**config.mk**
```make
export PLATFORM = sky130hd
export DESIGN_NAME = mux_arb_reg
export DESIGN_NICKNAME = d
export VERILOG_FILES = /design/src/rtl/mux_arb_reg.sv
export SDC_FILE = /design/constraint.sdc
export NUM_CORES = 1
export LEC_CHECK = 0
export BUFFER_PORTS_ARGS = -buffer_cell sky130_fd_sc_hd__buf_2
export CAP_MARGIN = 20
export CORE_ASPECT_RATIO = 0.7
export CORE_UTILIZATION = 46
export DETAILED_ROUTE_END_ITERATION = 16
export PLACE_DENSITY = 0.91
export SLEW_MARGIN = 15
export SYNTH_ARGS = -nofsm -noshare
export SYNTH_HDL_FRONTEND = slang
export SYNTH_SLANG_ARGS = --single-unit
```
**constraint.sdc**
```tcl
create_clock -name clk -period 3.8 [get_ports clk]
set_input_delay 0.38 -clock clk [delete_from_list [all_inputs] [get_ports clk]]
set_output_delay 0.38 -clock clk [all_outputs]
set_load 0.05 [all_outputs]
```
**src/rtl/mux_arb_reg.sv**
```systemverilog
// Registered N-to-1 mux with valid/ready handshakes, fixed-select or round-robin grant.
// Optional MUX_ARB_STATS_EN adds a 16-bit completed-transfer counter port xfer_count.
module mux_arb_reg #(
  parameter int WIDTH    = 16,
  parameter int SEL_BITS = 2
) (
  input  logic                           clk,
  input  logic                           rst_n,
  input  logic                           mode,
  input  logic [SEL_BITS-1:0]            sel,
  input  logic [(2**SEL_BITS)*WIDTH-1:0] in_data,
  input  logic [(2**SEL_BITS)-1:0]       in_valid,
  output logic [(2**SEL_BITS)-1:0]       in_ready,
  output logic [WIDTH-1:0]               out_data,
  output logic [SEL_BITS-1:0]            out_chan,
  output logic                           out_valid,
  input  logic                           out_ready
`ifdef MUX_ARB_STATS_EN
  ,
  output logic [15:0]                    xfer_count
`endif
);

  localparam int N = 2**SEL_BITS;

  logic [SEL_BITS-1:0] ptr;
  logic [SEL_BITS-1:0] gidx;
  logic [SEL_BITS-1:0] cand;
  logic [N-1:0]        grant;
  logic                found;
  logic                can_load;
  logic                accept;

  assign can_load = !out_valid || out_ready;
  assign in_ready = grant & {N{can_load}};
  assign accept   = found && can_load;

  // grant decision: fixed sel, or first valid channel after ptr (wrapping)
  always_comb begin
    grant = '0;
    gidx  = '0;
    cand  = '0;
    found = 1'b0;
    if (!mode) begin
      gidx = sel;
      if (in_valid[sel]) begin
        grant[sel] = 1'b1;
        found      = 1'b1;
      end
    end else begin
      for (int k = 1; k <= N; k++) begin
        cand = ptr + SEL_BITS'(k);
        if (!found && in_valid[cand]) begin
          found       = 1'b1;
          gidx        = cand;
          grant[cand] = 1'b1;
        end
      end
    end
  end

  // one-entry output register and round-robin pointer
  always_ff @(posedge clk or negedge rst_n) begin
    if (!rst_n) begin
      out_valid <= 1'b0;
      out_data  <= '0;
      out_chan  <= '0;
      ptr       <= '1;
    end else if (accept) begin
      out_valid <= 1'b1;
      out_data  <= in_data[gidx*WIDTH +: WIDTH];
      out_chan  <= gidx;
      if (mode) begin
        ptr <= gidx;
      end
    end else if (out_ready) begin
      out_valid <= 1'b0;
    end
  end

`ifdef MUX_ARB_STATS_EN
  // count words taken by the consumer, wrapping at 16 bits
  always_ff @(posedge clk or negedge rst_n) begin
    if (!rst_n) begin
      xfer_count <= '0;
    end else if (out_valid && out_ready) begin
      xfer_count <= xfer_count + 16'd1;
    end
  end
`endif

endmodule

```
==> summary.md <==
| Metric | Value |
|---|---|
| Status | `completed` |
| Residual DRC | `0` |
| Flops & latches, synth | `21` |
| Rows | `18` |
| WL per Instance | `about 15 um` |
| Vias post-DR | `1752` |
| Die H | `~55 um` |
| Setup TNS | `0 ns` |
| Clock input transition at the sequential cells of the worst setup and hold paths | `about 0.080 ns` |
| Pleak | `approximately 1.2 nW` |
| First-pass GRT wire length | `approximately 7.3 mm` |
| M3 GR Usage | `0.03443` |
| Iteration-0 DRC count of the detailed router | `roughly 120` |
| Syn nets | `about 260` |
| Commonest non-fill, non-tap cell in the layout | `buf_2` |
| Reg2reg path depth | `8` |
| Clk_lat worst skew | `0.26 ns` |
| Area of the mapped netlist | `~0.0019 sq mm` |
| Top post-synthesis cells by area | `dfrtp_1 (26%), mux2i_1 (18%), o221ai_2 (7.3%)` |
| Max Fanout on Critical Path | `17` |
| Minimum clock period | `3.436 ns` |
| Clock Skews | `roughly 0.0034 ns` |
| Slew Limit Fails | `0` |
| Fmax | `0.2910 GHz` |
| Area Overhead vs Synth | `27.48%` |
| Total grt overflow | `0` |
| PwrDens | `around 830 mW/mm^2` |
| Share of layout cells above drive strength 1 | `0.4556` |
| Cts bufs inserted | `3` |
| Antenna violations before repair | `0` |
| CTS tree | `yes` |
| Seq/Total Area, Yosys | `0.2849` |
| Endpoints failing setup | `0` |
| I/O pin cnt | `97` |
| CP arrival | `approximately 3.6 ns` |
| Post-DRT Antenna Nets | `0` |
| Total Power | `0.001959 W` |
| Post-CTS Setup Bufs | `0` |
| H-tree depth | `1` |
| CTS max path bufs | `2` |
| Die area | `0.004290 sq mm` |
| Starting Density | `0.5017` |
| Pre-antenna DRT Iters | `4` |
| Core area | `around 0.0037 sq mm` |
| MaxCap Viol Count | `0` |
| Mean Syn Cell Area | `10.29 sq um` |
| Total global routing track utilization | `0.2224` |
| Vias per cell | `~5.5` |
| Resized Gates After CTS | `0` |
| R2R Setup Slk | `about 0.36 ns` |
| Cells after Synth | `180` |
| Pin count of the biggest net entering global routing | `34` |
| Worst setup EP type | `flop` |
| Root Buffer | `clkbuf_8` |
| Required @ worst endpoint | `about 3.9 ns` |
| M1 GR Usage | `0.2924` |
| Unrepaired setup endpoints after global routing | `false` |
| Port bufs | `96` |
| Synth warn | `0` |
| CTS Hold Buffers Added | `0` |
| Worst vdd ir | `approximately 0.42 mV` |
| Fin crit share | `0.9043` |
| Slew of the pin with the lowest slew margin | `approximately 0.77 ns` |
| Vias in the first global route | `1557` |
| R2r endpoint | `out_data[4]` |
| ANT cells | `0` |
| Die X | `slightly below 80 um` |
| Post-synth top area share | `0.2566` |
| FFs w/ async S/R, synth | `1.000` |
| Prevailing post-synth register cell | `dfrtp_1` |
| Non-Filler Instances | `320` |
| Synth unique cells | `37` |
| RR Startpoint | `ptr[0]` |
| Post-synth EDFFs | `0` |
| Worst slew margin | `0.4871` |
| Worst hold path class | `in2async` |
| Worst hold margin | `roughly 0.064 ns` |
| Crit path launch type | `flop` |
| Final Hold Viols | `0` |
| Routed wire length | `4.749 mm` |
| GRT busiest layer | `met2` |
| Crit Path Class | `reg2reg` |
| GPL Wtd Cong | `0.9698` |
| Post-detail-place hpwl | `~3.8 mm` |
| Most frequent cells in the layout | `buf_2 (96), mux2i_1 (33), nand2_1 (24), dfrtp_1 (19), o221ai_2 (9)` |
| NumNets Final | `~350` |
| GR Util met2 | `0.4041` |
| # clock sinks | `21` |
| Cell count after placement | `roughly 320` |
| Synth area leader | `dfrtp_1` |
[power breakdown]
part	internal, W	switching (W)
Sequential	0.000337	0.0000830
Clock	0.0000730	0.0000714
Combinational	0.000485	0.000908
[cell usage after synthesis (all sizes together) (5+ instances only)]
library cell  instances
mux2i                33
nand2                24
dfrtp                19
o221ai               16
buf                   9
ha                    8
nor2                  7
inv                   6
a21oi                 5
mux4                  5
nand3                 5
[kinds of logic (layout without fill, tap and decap cells)]
group	Yosys count	count (layout)	synth area share
compound gates	40	40	0.2053
xor+xnor	1	1	0.004727
fa+ha+maj	8	8	0.05402
buf+inv	19	109	0.06751
flops	21	21	0.2849
mux	38	38	0.2390
simple gates	53	53	0.1445
[layer usage]
metal | routed length [um] | up-vias | share of wire
met3 | 224 | 2 | 0.047
met2 | 2446 | 54 | 0.52
met4 | 19 | 0 | 0.0040
met5 | 0 | - | 0
met1 | 2058 | 837 | 0.43
li1 | - | 859 | -
[per-stage QoR]
step	area, sq um	setup WS (ns)	utilization
after floorplan	1853	0.7212	-
after global placement	2316	0.5930	0.6270
after detailed placement	2316	0.3795	0.6270
after CTS	2362	0.3714	0.6396
after global routing	2362	0.09699	0.6396
final	2362	0.3638	0.6396
[area by class of cell]
cell class / instances / area, sq um
repair buffers: 99 / 503.0
well taps: 50 / 62.56
clock buffers: 3 / 41.29
fillers: 320 / 1331
clock inverters: 1 / 5.005
multi-input cells: 140 / 1200
flip-flops and latches: 21 / 528.0
inverters: 6 / 22.52
[critical path: stages (launching register included)]
cell and delay, ns:
dfstp_2 0.70, inv_1 0.22, ha_1 0.40, mux4_2 0.45
nor3_2 0.35, o2bb2ai_1 0.19, or2_1 0.14, or2_1 0.61
o221ai_1 0.23
[registers in the layout, summed over array words and instances, names as in the netlist]
signal,cells
out_data,16
out_chan,2
ptr,2
out_valid,1
[worst max-delay path by stage]
stage / start / endpoint / slack [ns]
6_report: ptr[0] / out_data[4] / 0.36
5_1_grt: ptr[0] / out_data[2] / 0.1
4_1_cts: ptr[0] / out_data[4] / 0.37
3_5_place_dp: ptr[0] / out_data[0] / 0.38
3_3_place_gp: ptr[0] / out_data[5] / 0.59
2_1_floorplan: ptr[0] / in_ready[0] / 0.72
Note: power is estimated with default switching activity, not from simulation.
